[config.mk]
export PLATFORM = sky130hd
export DESIGN_NAME = fetch_unit
export DESIGN_NICKNAME = d
export VERILOG_FILES = /design/src/rtl/fetch_unit.sv
export SDC_FILE = /design/constraint.sdc
export NUM_CORES = 1
export LEC_CHECK = 0
export ABC_AREA = 0
export BUFFER_PORTS_ARGS = -buffer_cell sky130_fd_sc_hd__buf_4
export CAP_MARGIN = 20
export CORE_ASPECT_RATIO = 0.5
export CORE_MARGIN = 3
export CORE_UTILIZATION = 52
export CTS_BUF_LIST = sky130_fd_sc_hd__clkbuf_4
export CTS_CLUSTER_DIAMETER = 60
export DETAILED_ROUTE_END_ITERATION = 10
export PLACE_DENSITY = 0.86
export SYNTH_ARGS = -nofsm -noshare
export SYNTH_HDL_FRONTEND = slang
export SYNTH_SLANG_ARGS = --single-unit
[constraint.sdc]
create_clock -name clk -period 7.4 [get_ports clk]
set_clock_uncertainty 0.2 [all_clocks]
set_input_delay 1.48 -clock clk [delete_from_list [all_inputs] [get_ports clk]]
set_output_delay 1.48 -clock clk [all_outputs]
set_load 0.01 [all_outputs]
[src/rtl/fetch_unit.sv]
// fetch_unit: instruction fetch front end; issues in-order imem reads, buffers {pc, word} and flushes on redirect.
// Optional macro FETCH_MISALIGN_CHECK_EN adds misalign_err and halts issue after an unaligned redirect target.

module fetch_unit #(
    parameter logic [31:0] RESET_PC = 32'h0000_0000,
    parameter int          DEPTH    = 2
) (
    input  logic        clk,
    input  logic        reset,
    output logic        imem_req_valid,
    input  logic        imem_req_ready,
    output logic [31:0] imem_req_addr,
    input  logic        imem_rsp_valid,
    input  logic [31:0] imem_rsp_data,
    input  logic        redirect_valid,
    input  logic [31:0] redirect_target,
    output logic        instr_valid,
    input  logic        instr_ready,
    output logic [31:0] instr,
    output logic [31:0] instr_pc,
    output logic [31:0] instr_pcplus4
`ifdef FETCH_MISALIGN_CHECK_EN
    ,
    output logic        misalign_err
`endif
);

    localparam int          AW      = (DEPTH > 1) ? $clog2(DEPTH) : 1;
    localparam int          CW      = AW + 1;
    localparam logic [CW:0] DEPTH_C = (CW + 1)'(DEPTH);

    logic [31:0]   fetch_pc_q, fetch_pc_d;
    logic [CW-1:0] out_cnt_q, out_cnt_d;
    logic [CW-1:0] drop_cnt_q, drop_cnt_d;
    logic [CW-1:0] fifo_cnt_q, fifo_cnt_d;
    logic [AW-1:0] wr_ptr_q, wr_ptr_d;
    logic [AW-1:0] rd_ptr_q, rd_ptr_d;
    logic [AW-1:0] trk_wr_q, trk_wr_d;
    logic [AW-1:0] trk_rd_q, trk_rd_d;

    logic [31:0] fifo_pc_q   [DEPTH];
    logic [31:0] fifo_word_q [DEPTH];
    logic [31:0] trk_pc_q    [DEPTH];

    logic        halt;
    logic [31:0] redirect_pc;
    logic        req_fire;
    logic        rsp_drop;
    logic        push;
    logic        pop;
    logic [CW:0] inflight;

`ifdef FETCH_MISALIGN_CHECK_EN
    logic halt_q, halt_d;
    assign halt         = halt_q;
    assign misalign_err = halt_q;
    assign redirect_pc  = redirect_target;
`else
    assign halt         = 1'b0;
    assign redirect_pc  = redirect_target & 32'hFFFF_FFFC;
`endif

    // Issue gating reserves a FIFO slot for every request that may still return, dropped ones included.
    assign inflight       = {1'b0, out_cnt_q} + {1'b0, fifo_cnt_q};
    assign imem_req_valid = ~reset & ~halt & (inflight < DEPTH_C);
    assign imem_req_addr  = fetch_pc_q;

    assign req_fire = imem_req_valid & imem_req_ready;
    assign rsp_drop = imem_rsp_valid & (drop_cnt_q != '0);
    assign push     = imem_rsp_valid & ~rsp_drop & ~redirect_valid;
    assign pop      = instr_valid & instr_ready;

    assign instr_valid   = (fifo_cnt_q != '0);
    assign instr         = fifo_word_q[rd_ptr_q];
    assign instr_pc      = fifo_pc_q[rd_ptr_q];
    assign instr_pcplus4 = instr_pc + 32'd4;

    always_comb begin
        fetch_pc_d = req_fire ? fetch_pc_q + 32'd4 : fetch_pc_q;
        out_cnt_d  = out_cnt_q + CW'(req_fire) - CW'(imem_rsp_valid);
        drop_cnt_d = drop_cnt_q - CW'(rsp_drop);
        trk_wr_d   = trk_wr_q + AW'(req_fire);
        trk_rd_d   = trk_rd_q + AW'(imem_rsp_valid);
        wr_ptr_d   = wr_ptr_q + AW'(push);
        rd_ptr_d   = rd_ptr_q + AW'(pop);
        fifo_cnt_d = fifo_cnt_q + CW'(push) - CW'(pop);
`ifdef FETCH_MISALIGN_CHECK_EN
        halt_d     = halt_q;
`endif
        // After a redirect every request still outstanding belongs to the old path.
        if (redirect_valid) begin
            fetch_pc_d = redirect_pc;
            drop_cnt_d = out_cnt_d;
            wr_ptr_d   = '0;
            rd_ptr_d   = '0;
            fifo_cnt_d = '0;
`ifdef FETCH_MISALIGN_CHECK_EN
            halt_d     = (redirect_target[1:0] != 2'b00);
`endif
        end
    end

    always_ff @(posedge clk or posedge reset) begin
        if (reset) begin
            fetch_pc_q <= RESET_PC;
            out_cnt_q  <= '0;
            drop_cnt_q <= '0;
            fifo_cnt_q <= '0;
            wr_ptr_q   <= '0;
            rd_ptr_q   <= '0;
            trk_wr_q   <= '0;
            trk_rd_q   <= '0;
        end else begin
            fetch_pc_q <= fetch_pc_d;
            out_cnt_q  <= out_cnt_d;
            drop_cnt_q <= drop_cnt_d;
            fifo_cnt_q <= fifo_cnt_d;
            wr_ptr_q   <= wr_ptr_d;
            rd_ptr_q   <= rd_ptr_d;
            trk_wr_q   <= trk_wr_d;
            trk_rd_q   <= trk_rd_d;
        end
    end

`ifdef FETCH_MISALIGN_CHECK_EN
    always_ff @(posedge clk or posedge reset) begin
        if (reset) begin
            halt_q <= 1'b0;
        end else begin
            halt_q <= halt_d;
        end
    end
`endif

    // Issued-PC tracker pops on every response, so dropped responses keep it aligned with memory order.
    always_ff @(posedge clk or posedge reset) begin
        if (reset) begin
            for (int i = 0; i < DEPTH; i++) begin
                fifo_pc_q[i]   <= 32'h0;
                fifo_word_q[i] <= 32'h0;
                trk_pc_q[i]    <= 32'h0;
            end
        end else begin
            if (req_fire) begin
                trk_pc_q[trk_wr_q] <= fetch_pc_q;
            end
            if (push) begin
                fifo_pc_q[wr_ptr_q]   <= trk_pc_q[trk_rd_q];
                fifo_word_q[wr_ptr_q] <= imem_rsp_data;
            end
        end
    end

endmodule
Yosys cells after proc, flatten, opt, wreduce, memory -nomap -nowiden --
Cells that the tools add are included. Widths: inputs -> output; s select.
Storage, ports and cells: bits in registers 234, bits in latches 0, RAM bits 0, ROM bits 0, input bits 70, output and inout port bits 130, logic and storage cells 73, memories 0
Operators by class: add/subtract/negate cells 12, multiply operators 0, div/mod/pow operators 0, magnitude comparators 7, equality and inequality tests 0, shifts and indexed selects 0, muxes and demuxes 22, bitwise gates (word level) 13, reductions and logical operators 5
Operators by type and width (count):
- $mux 32 | 13
- $bwmux 64 | 3
- $add 32x3->32 const B | 2
- $demux 32 s1 | 2
- $ge 2x2->1 const B | 4
- $not 1->2 | 4
- $and 1x1->1 | 6
- $reduce_bool 2->1 | 3
- $sub 2x1->2 | 3
- $add 1x1->1 | 4
- $add 2x1->2 | 2
- $lt 2x1->1 const B | 2
- $mux 2 | 2
- $add 2x2->3 | 1
- $lt 3x2->1 const B | 1
- $not 1->1 | 3
- $logic_and 1x1->1 | 2
- $mux 1 | 2

Longest topological paths before layout --
Gate-level depths: netlist (run 1).
depth in word-level cells 8, gate-level depth with buffers 12, mapped depth without buffers 10

Least setup slack after synthesis (run 1) --
No wires, ideal clock.
kind register to output, start register rd_ptr_q, end output instr_pcplus4[26], arrival time 2.794 ns, data required time 5.720 ns, path slack 2.926 ns, cell stages (with the launch flop) 13, buffers on the path 4, cells stage by stage dfrtp_1 -> buf_2 -> buf_2 -> buf_2 -> buf_2 -> mux2i_1 -> inv_1 -> ha_1 -> nand4b_1 -> a21oi_1 -> nand4_1 -> nor3_1 -> xor2_1
On the way: word-level cells in the longest chain between the ends 5
Ends and longest elaborated chain:
- start: declaration | RTL line 37 | logic [AW-1:0] rd_ptr_q, rd_ptr_d;
- start signal: assignment | RTL line 119 | rd_ptr_q <= rd_ptr_d;
- $not 1->2 (implied by the code) | RTL line 75 | assign instr_pc = fifo_pc_q[rd_ptr_q];
- $mux 32 (implied by the code) (3 in a row) | RTL line 75
- net instr_pc[2] | RTL line 20 | output logic [31:0] instr_pc,
- $add 32x3->32 | RTL line 76 | assign instr_pcplus4 = instr_pc + 32'd4;
- end: declaration | RTL line 21 | output logic [31:0] instr_pcplus4
The timed path passes the listed nets, and every way through them passes these cells. The select of a mux whose other input is x is not followed.

Final worst setup path (run 1) --
start register rd_ptr_q, end output instr_pcplus4[31]
On the way: word-level cells in the longest chain between the ends 5
Ends and longest elaborated chain (RTL line):
- $not 1->2 (implied by the code) | 75
- $mux 32 (implied by the code) (3 in a row) | 75
- $add 32x3->32 | 76
Every way passes these cells. The select of a mux whose other input is x is not followed.

==> results of run 1 <==
-- through the flow --
stage	instance area, µm²	hold WS [ns]
floorplan	10700	0.275
global placement	12300	0.256
detailed placement	12300	0.256
CTS	12900	0.269
global route	13000	0.306
finish	13000	0.274
-- synthesized netlist by cell type, types with 2 or more instances --
cell type | instances | area (µm²)
or2_2 | 2 | 12.5
nor2b_1 | 2 | 12.5
buf_1 | 9 | 33.8
nor2_1 | 78 | 293
mux2_2 | 175 | 1970
o21ai_1 | 8 | 40.0
a31oi_1 | 2 | 12.5
xor2_1 | 36 | 315
o21ai_0 | 31 | 155
nor3_1 | 7 | 35.0
inv_1 | 21 | 78.8
clkbuf_1 | 31 | 116
xnor2_1 | 26 | 228
buf_4 | 8 | 60.1
mux2i_1 | 40 | 400
buf_2 | 5 | 25.0
nor4_1 | 3 | 18.8
a21oi_1 | 64 | 320
dfrtp_1 | 224 | 5610
nor4_4 | 2 | 42.5
ha_1 | 11 | 138
and3_1 | 5 | 31.3
clkbuf_8 | 3 | 41.3
nand3_1 | 31 | 155
nand2b_1 | 4 | 25.0
nand2_1 | 64 | 240
and2_1 | 3 | 18.8
nand4b_1 | 4 | 35.0
nand4_1 | 17 | 106
-- state kept, by name, indices dropped and copies added (netlist names) --
register,flops
rd_ptr_q,1
imem_req_addr,30
fifo_word_q,64
out_cnt_q,2
fifo_cnt_q,2
trk_pc_q,60
wr_ptr_q,1
trk_rd_q,1
trk_wr_q,1
drop_cnt_q,2
fifo_pc_q,60
-- routing by layer --
metal,vias up,routed length [µm],GRT usage (%)
met3,52,1530,4.83
met2,245,12000,36.4
met1,3919,11300,30.4
met4,0,650,8.31
li1,3653,-,-
met5,-,0,0
-- cells by family (layout without fill, tap and decap cells) --
group | after synthesis | after routing
adder cells (fa/ha/maj) | 12 | 12
other | 1 | 8
AND/OR/NAND/NOR | 229 | 229
XOR/XNOR | 62 | 62
multiplexers | 215 | 215
flip-flops | 224 | 224
buffers and inverters | 78 | 311
AO/OA/AOI/OAI | 110 | 110
-- final cells by class --
class                   instances  area share [%]
well taps                     266            2.57
inverters                      21           0.637
flip-flops and latches        224            43.3
diodes                          2          0.0386
repair buffers                201            11.6
multi-input cells             634            36.9
clock inverters                16           0.695
clock buffers                  73            4.23
-- worst min path at each step --
stage,start,end,slack (ns),cells after the start
floorplan,fifo_word_q[27]$_DFFE_PP0P_,fifo_word_q[27]$_DFFE_PP0P_,0.27,1
global placement,trk_rd_q$_DFF_PP0_,trk_rd_q$_DFF_PP0_,0.26,1
detailed placement,trk_rd_q$_DFF_PP0_,trk_rd_q$_DFF_PP0_,0.26,1
CTS,trk_rd_q$_DFF_PP0_,trk_rd_q$_DFF_PP0_,0.27,1
global route,trk_rd_q$_DFF_PP0_,trk_rd_q$_DFF_PP0_,0.31,1
finish,trk_rd_q$_DFF_PP0_,trk_rd_q$_DFF_PP0_,0.27,1
-- cell usage in the layout (no fill, tap or decap), types with 31 or more instances in the layout --
master,instances
nor2_1,78
nand2_1,64
nand3_1,31
mux2i_1,40
xor2_1,36
buf_4,200
a21oi_1,64
mux2_2,175
o21ai_0,31
dfrtp_1,223
clkbuf_4,73
-- power by group --
group	internal (mW)	switching, mW	leakage, nW
Combinational	1.26	1.17	2.88
Sequential	1.72	0.372	2.77
Clock	0.488	0.481	0.375
==> out/metrics.cfg, run 1 <==
[route]
dr.pass1.iters = 5
antenna_left = 0
post_drt_wl_per_cell_um = 17.7
drt-initial-drc-count = 442
wl_um = 25400
vias = 7869
drc_errors = 0
via_per_inst = 5.48

[critical_path]
crit_path_start_kind = flop
critPathMaxFanout = 56
worst-path-stages = 7
slowest_stage = dfrtp_4
path_cells = buf_4, nand4_1, a22oi_1, nand4_2, nor4_2, xor2_1, buf_4
r2r-end = imem_req_addr[26]$_DFFE_PP0P_
cp-endpoint = instr_pcplus4[31]
r2r_slack_ns = 4.35
end_kind = primary output
cp-startpoint = rd_ptr_q$_DFF_PP0_
cp.required_ns = 5.72
cp.arrival_ns = 4.10
cpPeakStageDelay_ns = 0.95
crit_family = flip-flops
reg2reg_from = out_cnt_q[0]$_DFF_PP0_
r2r_cells = 7
crit_top_cell = buf_4
path_buf_inv = 2
crit_type = flop to primary output

[finish]
multi_input_area_um2 = 4780
drive_gt1_share_pct = 39.8
seq_area_um2 = 5610
nNetsFinal = 1215
final_cells = 1437
fillers = 1449
fin_util_pct = 65.4
areaGrowthSynthToFinish_pct = 21.0

[floorplan]
num_rows = 36
die_w_um = 209
start_util_pct = 54.1
coreArea_um2 = 19800
die_h_um = 107
ios = 200
dieArea_um2 = 22500

[global_route]
grt_pass1_vias = 8138
antenna_found_initial = 1
grt_max_degree = 72
grt_usage_pct = 22.5
grt_pass1_wl_um = 41000
overflow = 0

[logic_synthesis]
syn_area_per_cell_um2 = 11.5
synth_xor_xnor_area_share_pct = 5.07
ys_warn_count = 0
synthArstFlopShare_pct = 100
synth_edf_count = 0
yosysSeqAreaShare_pct = 52.3
yosys.area_share.simple_pct = 10.2
synth_compound_area_share_pct = 5.30
synthMuxAreaShare_pct = 22.1
netlist_instances = 931
yosysUniqueCellTypes = 44
syn_area_um2 = 10700
synth-main-ff-cell = dfrtp_1
synth_top_family_by_area = multiplexers
yosys.area_share.adder_pct = 1.47
synth_seq_cells = 224

[place]
io_buffer_count = 191
dpl.cell_count = 1345
place_hpwl_um = 17500
place_ws_ns = 2.36
place.gp.congestion = 0.866

[status]
status = finished, final reports clean

[clocking]
post_cts_resize_count = 0
h-tree-depth = 2
cts_tree = done
cts-root-buf = clkbuf_4
cts.clk_slew.worst_paths_ns = 0.07
cts_hold_buf = 0
worstSkewPairLatency_ns = 0.65
numCtsBuffers = 51
cts.sinks = 224
clockBufferDepth = 3
cts_setup_buffers = 0

[power]
peakVddDrop_uv = 163
finalPower_mw = 5.49
power_leakage_nw = 6.03
powerDensity_nw_per_um2 = 424

[sta]
final.min_clock_period_ns = 5.78
drv_slew = 0
setup_tns_ns = 0
worst_pin_slew_ns = 0.876
timing.final.crit_share_pct = 78.1
relSlewSlack_pct = 41.6
max_freq_mhz = 173
fin_ws_ns = 1.62
finalSetupViolCount = 0
hold_violations = 0
rsz0062_at_grt = false

[job]
maxCapViolCount = 0

[worst_hold_path]
min_path_type = flop to flop

No activity file was read; power rests on OpenSTA's default activity.
==> run 2: changes to the inputs <==
--- a/config.mk
+++ b/config.mk
@@ -10,11 +10,11 @@
 export CAP_MARGIN = 20
 export CORE_ASPECT_RATIO = 0.5
 export CORE_MARGIN = 3
-export CORE_UTILIZATION = 52
+export CORE_UTILIZATION = 58
 export CTS_BUF_LIST = sky130_fd_sc_hd__clkbuf_4
 export CTS_CLUSTER_DIAMETER = 60
 export DETAILED_ROUTE_END_ITERATION = 10
-export PLACE_DENSITY = 0.86
+export PLACE_DENSITY = 0.91
 export SYNTH_ARGS = -nofsm -noshare
 export SYNTH_HDL_FRONTEND = slang
 export SYNTH_SLANG_ARGS = --single-unit
==> constraint.sdc (replaced) <==
create_clock -name clk -period 5.6 [get_ports clk]
set_clock_uncertainty 0.2 [all_clocks]
set_input_delay 1.12 -clock clk [delete_from_list [all_inputs] [get_ports clk]]
set_output_delay 1.12 -clock clk [all_outputs]
set_load 0.01 [all_outputs]
==> run 2 against run 1 <==
  * Non-clock buffer count increased by 2
  * Die area decreased by 9.9%
  * Wire length down 0.74%
  * Largest power group unchanged
  * Via count rose by 0.46%
  * Critical path depth increased by 3
  * Clock power increased by 35%
  * Sequential share of layout area about the same
  * Setup slack got worse by 0.91 ns
  * Register-to-register slack got worse by 1.9 ns
  * First-iteration DRC count grew 6.8%
  * Utilization increased by 7.7 points
  * Power up 33%
==> out/metrics.cfg, run 2 (synthesis gave the netlist of run 1 again) <==
[clocking]
cts_tree = done
cts_setup_buffers = 0  ; unchanged
cts.clk_slew.worst_paths_ns = 0.07  ; about the same
worstSkewPairLatency_ns = 0.63  ; -0.02 ns
post_cts_resize_count = 0  ; unchanged
clockBufferDepth = 3  ; unchanged
cts_hold_buf = 0  ; unchanged
h-tree-depth = 2  ; unchanged
cts-root-buf = clkbuf_4
numCtsBuffers = 49  ; -3.9%
cts.sinks = 224  ; unchanged

[finish]
final_cell_mix = dfrtp_1, buf_4, mux2_2, nor2_1, clkbuf_4
regMostFlops = fifo_word_q
final_common_cell = dfrtp_1
nNetsFinal = 1215  ; unchanged
fin_util_pct = 73.1  ; +7.7 points
areaGrowthSynthToFinish_pct = 21.0  ; about the same
drive_gt1_share_pct = 39.4  ; -0.34 points
largest_reg_flops = 64  ; unchanged
final_cells = 1404  ; -2.3%
reg.largest.list = fifo_word_q: 64 flops, fifo_pc_q: 60 flops, trk_pc_q: 60 flops

[power]
comb_power_share_pct = 44.1  ; about the same
power_leakage_nw = 6.04  ; +0.30%
powerDensity_nw_per_um2 = 564  ; +33%
peakVddDrop_uv = 227  ; +40%
switching_share_pct = 36.6  ; -0.23 points
p_int_mw = 4.63  ; +33%
clkPwrFrac_pct = 17.9  ; +0.3 points
power_switching_mw = 2.68  ; +32%
seq_power_share_pct = 38.1  ; about the same
finalPower_mw = 7.31  ; +33%

[sta]
max_freq_mhz = 205
hold_ws_ns = 0.275  ; +0.00166 ns
timing.final.crit_share_pct = 87.3
relSlewSlack_pct = 35.2  ; -6.4 points
final.min_clock_period_ns = 4.89
hold_violations = 0  ; unchanged
setup_tns_ns = 0  ; unchanged
drv_slew = 0  ; unchanged
rsz0062_at_grt = false
worst_pin_slew_ns = 0.972  ; +0.0958 ns
finalSetupViolCount = 0  ; unchanged

[route]
antenna_left = 0  ; unchanged
vias = 7905  ; +0.46%
post_drt_wl_per_cell_um = 18.0  ; +1.6%
drt-initial-drc-count = 472  ; +6.8%
drc_errors = 0  ; unchanged
via_per_inst = 5.63  ; +2.8%
wl_um = 25200  ; -0.74%
dr.pass1.iters = 5  ; unchanged

[place]
place_hpwl_um = 17000  ; -2.9%
io_buffer_count = 191  ; unchanged
dpl.cell_count = 1316  ; -2.2%
place.gp.congestion = 0.867  ; +0.18%

[critical_path]
cp.required_ns = 4.28  ; -1.44 ns
crit_path_start_kind = flop
path_cells = mux2i_1, inv_1, ha_1, nand4_1, a21oi_1, buf_4, nand4_1, nor3_1, xnor2_1, buf_4
cpPeakStageDelay_ns = 0.90  ; -0.05 ns
r2r_cells = 7  ; unchanged
crit_type = flop to primary output
reg2reg_from = fifo_cnt_q[0]$_DFF_PP0_
critPathMaxFanout = 65  ; +16%
end_kind = primary output
slowest_stage = dfrtp_4
cp-endpoint = instr_pcplus4[30]
r2r_slack_ns = 2.44  ; -1.91 ns
r2r-end = imem_req_addr[25]$_DFFE_PP0P_
cp.arrival_ns = 3.57  ; -0.53 ns
cp-startpoint = rd_ptr_q$_DFF_PP0_

[floorplan]
start_util_pct = 60.4  ; +6.3 points
die_h_um = 102  ; -5.0%
dieArea_um2 = 20200  ; -9.9%
die_w_um = 198  ; -5.2%
ios = 200  ; unchanged
num_rows = 34  ; -5.6%
coreArea_um2 = 17700  ; -10%

[global_route]
grt_max_degree = 185  ; +160%
overflow = 0  ; unchanged
grt_usage_pct = 25.0  ; +2.4 points
grt_pass1_vias = 8098  ; -0.49%
grt_pass1_wl_um = 40600  ; -0.79%
antenna_found_initial = 1  ; unchanged

[status]
status = finished, final reports clean

[job]
maxCapViolCount = 0  ; unchanged

[worst_hold_path]
min_path_type = flop to flop

-- run 2: critical path, delay by kind of cell, from the launching register on --
family | cells | cell delay, ns
and+or+nand+nor | 3 | 0.72
muxes | 1 | 0.24
buffers and inverters | 3 | 0.45
AOI/OAI and AO/OA | 1 | 0.19
DFF | 1 | 0.90
xor gates and xnor gates | 1 | 0.17
adders and majority gates | 1 | 0.23
-- run 2: worst min-delay path by stage --
stage,startpoint,endpoint,depth (start not counted)
2_1_floorplan,fifo_word_q[27]$_DFFE_PP0P_,fifo_word_q[27]$_DFFE_PP0P_,1
3_3_place_gp,trk_rd_q$_DFF_PP0_,trk_rd_q$_DFF_PP0_,1
3_5_place_dp,trk_rd_q$_DFF_PP0_,trk_rd_q$_DFF_PP0_,1
4_1_cts,trk_rd_q$_DFF_PP0_,trk_rd_q$_DFF_PP0_,1
5_1_grt,trk_rd_q$_DFF_PP0_,trk_rd_q$_DFF_PP0_,1
6_report,trk_rd_q$_DFF_PP0_,trk_rd_q$_DFF_PP0_,1
-- run 2: stage by stage --
step	worst slack (ns)	instance area, µm²
global placement	1.40	12300
finish	0.710	13000
floorplan	1.36	10700
global route	0.402	13000
CTS	0.732	13000
detailed placement	1.44	12300
-- run 2: power groups by stage --
| stage | clock [mW] | sequential, mW | combinational [mW] |
|---|---|---|---|
| after detailed placement | 0 | 2.79 | 3.20 |
| final | 1.31 | 2.78 | 3.22 |
| after global routing | 1.44 | 2.87 | 3.48 |
| after global placement | 0 | 2.72 | 3.09 |
| after floorplan | 0 | 2.61 | 2.04 |
| after CTS | 1.34 | 2.77 | 3.23 |
-- run 2: layer usage --
metal  share of wire, %  up-vias  track usage (%)
met1                 44     3926             33.0
li1                   -     3653                -
met3                6.1       46             5.90
met5                  0        -                0
met4                1.8        0             8.15
met2                 48      280             41.5
-- run 2: layout make-up --
| cell class | count | area, µm² |
|---|---|---|
| flip-flops and latches | 224 | 5610 |
| clock inverters | 22 | 168 |
| diodes | 1 | 2.50 |
| inverters | 21 | 82.6 |
| repair buffers | 203 | 1530 |
| multi-input cells | 634 | 4780 |
| clock buffers | 65 | 488 |
| fillers | 1150 | 4780 |
| well taps | 234 | 293 |
==> run 3: changes to the inputs <==
--- a/config.mk
+++ b/config.mk
@@ -5,7 +5,7 @@
 export SDC_FILE = /design/constraint.sdc
 export NUM_CORES = 1
 export LEC_CHECK = 0
-export ABC_AREA = 0
+export ABC_AREA = 1
 export BUFFER_PORTS_ARGS = -buffer_cell sky130_fd_sc_hd__buf_4
 export CAP_MARGIN = 20
 export CORE_ASPECT_RATIO = 0.5
@@ -14,7 +14,7 @@
 export CTS_BUF_LIST = sky130_fd_sc_hd__clkbuf_4
 export CTS_CLUSTER_DIAMETER = 60
 export DETAILED_ROUTE_END_ITERATION = 10
-export PLACE_DENSITY = 0.91
+export PLACE_DENSITY = 0.9
 export SYNTH_ARGS = -nofsm -noshare
 export SYNTH_HDL_FRONTEND = slang
 export SYNTH_SLANG_ARGS = --single-unit
==> run 3 against run 2 <==
  * Utilization down 0.81 points
  * Design area up 5.5%
  * Combinational power down 4%
  * Register-to-register slack better by 0.16 ns
  * Critical endpoint is now instr_pcplus4[28]
  * Highest routed layer unchanged
==> out/metrics.cfg, run 3 <==
[status]
status = finished, final reports clean

[logic_synthesis]
syn_area_per_cell_um2 = 7.67  ; -33%
synthArstFlopShare_pct = 100  ; unchanged
yosysSeqAreaShare_pct = 48.8  ; -3.5 points
synth_area_leaders = dfrtp_1, nand2_1, o21ai_0
synth_seq_cells = 224  ; unchanged
ys_warn_count = 0  ; unchanged
synth.top_cell.area_share_pct = 48.8  ; -3.5 points
netlist_instances = 1497  ; +61%
synth-main-ff-cell = dfrtp_1
syn_area_um2 = 11500  ; +7.2%
yosysUniqueCellTypes = 35  ; -20%
synth_area_leader_cell = dfrtp_1
synthMostInstantiatedCell = nand2_1
synth_common_cells = nand2_1, dfrtp_1, o21ai_0
synth_edf_count = 0  ; unchanged

[critical_path]
r2r-end = trk_pc_q[41]$_DFFE_PP0P_
crit_type = flop to primary output
path_buf_inv = 3  ; unchanged
crit_path_start_kind = flop
cp.required_ns = 4.28  ; about the same
path_cells = buf_4, nand2_1, nand2_2, ha_1, nand3_2, inv_2, nand2_4, nor2_4, nand2_1, nand2_1, nand2_1, buf_4
r2r_cells = 9  ; +2
cpPeakStageDelay_ns = 0.81  ; -0.09 ns
end_kind = primary output
crit_top_cell = nand2_1
crit_family = buffers and inverters
r2r_slack_ns = 2.60  ; +0.16 ns
cp.arrival_ns = 3.44  ; -0.13 ns
reg2reg_from = fifo_cnt_q[0]$_DFF_PP0_
slowest_stage = dfrtp_2
critPathMaxFanout = 65  ; unchanged

[clocking]
h-tree-depth = 2  ; unchanged
cts_hold_buf = 0  ; unchanged
cts.sinks = 224  ; unchanged
worstSkewPairLatency_ns = 0.66  ; +0.03 ns
cts-root-buf = clkbuf_4
post_cts_resize_count = 0  ; unchanged
cts_setup_buffers = 0  ; unchanged
cts_tree = done
cts.clk_slew.worst_paths_ns = 0.08  ; about the same
clockBufferDepth = 3  ; unchanged
numCtsBuffers = 50  ; +2.0%

[place]
io_buffer_count = 191  ; unchanged
place_ws_ns = 1.44  ; -0.00348 ns
dpl_cell_area_um2 = 13000  ; +5.7%
place_hpwl_um = 22300  ; +31%
place.gp.congestion = 0.905  ; +4.3%
dpl.cell_count = 1889  ; +44%

[worst_hold_path]
min_from = fifo_word_q[10]$_DFFE_PP0P_
whs_endpoint = fifo_word_q[10]$_DFFE_PP0P_
worstHoldPathCells = 2  ; +1
min_path_type = flop to flop

[power]
seq_power_share_pct = 37.9  ; -0.2 points
powerDensity_nw_per_um2 = 515  ; -8.7%
power_leakage_nw = 6.90  ; +14%
power_switching_mw = 2.92  ; +9.2%
clkPwrFrac_pct = 18.4  ; +0.5 points
finalPower_mw = 7.04  ; -3.7%
switching_share_pct = 41.5  ; +4.9 points
peakVddDrop_uv = 207  ; -8.7%
comb_power_share_pct = 43.7  ; -0.4 points
p_int_mw = 4.12  ; -11%

[finish]
largest_reg_flops = 64  ; unchanged
final_common_cell = nand2_1
areaGrowthSynthToFinish_pct = 19.0
regMostFlops = fifo_word_q
nNetsFinal = 1765  ; +45%
final_cell_area_um2 = 13700  ; +5.5%
drive_gt1_share_pct = 21.3  ; -18 points
final_cell_mix = nand2_1, dfrtp_1, o21ai_0, buf_4, inv_1
fin_util_pct = 72.3  ; -0.81 points
final_cells = 1980  ; +41%
reg.largest.list = fifo_word_q: 64 flops, fifo_pc_q: 60 flops, trk_pc_q: 60 flops

[global_route]
overflow = 0  ; unchanged
grt_max_degree = 133  ; -28%
grt_pass1_vias = 10385  ; +28%
antenna_found_initial = 2  ; +1
grt_usage_pct = 29.1  ; +4.2 points
grt_pass1_wl_um = 51000  ; +26%

[route]
post_drt_wl_per_cell_um = 15.9  ; -12%
drc_errors = 0  ; unchanged
antenna_left = 0  ; unchanged
vias = 10686  ; +35%
dr.pass1.iters = 6  ; +1
drt-initial-drc-count = 1065  ; +130%
wl_um = 31400  ; +25%
via_per_inst = 5.40  ; -4.1%

[job]
maxCapViolCount = 0  ; unchanged

[sta]
worst_pin_slew_ns = 0.823  ; -0.149 ns
drv_slew = 0  ; unchanged
rsz0062_at_grt = false
finalSetupViolCount = 0  ; unchanged
max_freq_mhz = 210  ; +2.6%
fin_ws_ns = 0.835  ; +0.125 ns
hold_violations = 0  ; unchanged
final.min_clock_period_ns = 4.76  ; -0.125 ns
relSlewSlack_pct = 45.1  ; +9.9 points
setup_tns_ns = 0  ; unchanged
hold_ws_ns = 0.276  ; +0.000354 ns
timing.final.crit_share_pct = 85.1  ; -2.2 points

[floorplan]
start_util_pct = 60.7  ; +0.34 points
coreArea_um2 = 18900  ; +6.6%
die_h_um = 106  ; +3.3%
ios = 200  ; unchanged
die_w_um = 205  ; +3.4%
num_rows = 35  ; +2.9%
dieArea_um2 = 21600  ; +6.9%

## run 3: cell type report
cell class / instances / area [µm²]
Tap cell: 259 / 324
Clock inverter: 14 / 85.1
Inverter: 146 / 557
Antenna cell: 2 / 5.00
Fill cell: 1429 / 5250
Sequential cell: 224 / 5610
Timing Repair Buffer: 203 / 1550
Clock buffer: 74 / 556
Multi-Input combinational cell: 1058 / 4990
## run 3: worst max path at each step
stage / from / end / slack, ns / cells past startpoint
finish: rd_ptr_q$_DFF_PP0_ / instr_pcplus4[28] / 0.84 / 12
global route: rd_ptr_q$_DFF_PP0_ / instr_pcplus4[28] / 0.53 / 12
CTS: rd_ptr_q$_DFF_PP0_ / instr_pcplus4[28] / 0.80 / 12
detailed placement: redirect_valid / fifo_word_q[21]$_DFFE_PP0P_ / 1.44 / 10
global placement: redirect_valid / fifo_word_q[9]$_DFFE_PP0P_ / 1.49 / 10
floorplan: reset / drop_cnt_q[0]$_DFF_PP0_ / 1.36 / 1
## run 3: power groups by stage
stage | combinational [mW] | clock, mW | sequential (mW)
2_1_floorplan | 1.84 | 0 | 2.57
3_3_place_gp | 2.92 | 0 | 2.63
3_5_place_dp | 3.05 | 0 | 2.68
4_1_cts | 3.07 | 1.31 | 2.66
5_1_grt | 3.40 | 1.41 | 2.74
6_report | 3.08 | 1.29 | 2.67
## run 3: logic make-up (layout without fill, tap and decap cells)
logic type	after synthesis	after routing	share of synthesized area [%]
simple gates	759	759	27.8
compound gates	240	240	10.7
flops	224	224	48.8
buf+inv	220	437	7.98
xor+xnor	32	32	2.44
fa+ha+maj	12	12	1.37
mux	9	9	0.882
other cells	1	8	0.0326
## run 3: worst register-to-register path, cell delays in order, from the launching register on
cell and delay, ns:
dfrtp_1 0.39, nand2_1 0.07, inv_1 0.05, fa_1 0.46
nor3_2 0.20, nand2_1 0.26, inv_1 0.22, ha_1 0.17
buf_4 0.45, mux2_2 0.41
## run 3: metal layers
metal / part of all wire [%] / wire [µm] / track usage (%)
met5: 0 / 0 / 0
met4: 1.8 / 561 / 8.43
met3: 9.7 / 3050 / 6.66
met2: 46 / 14500 / 46.8
met1: 42 / 13300 / 40.0
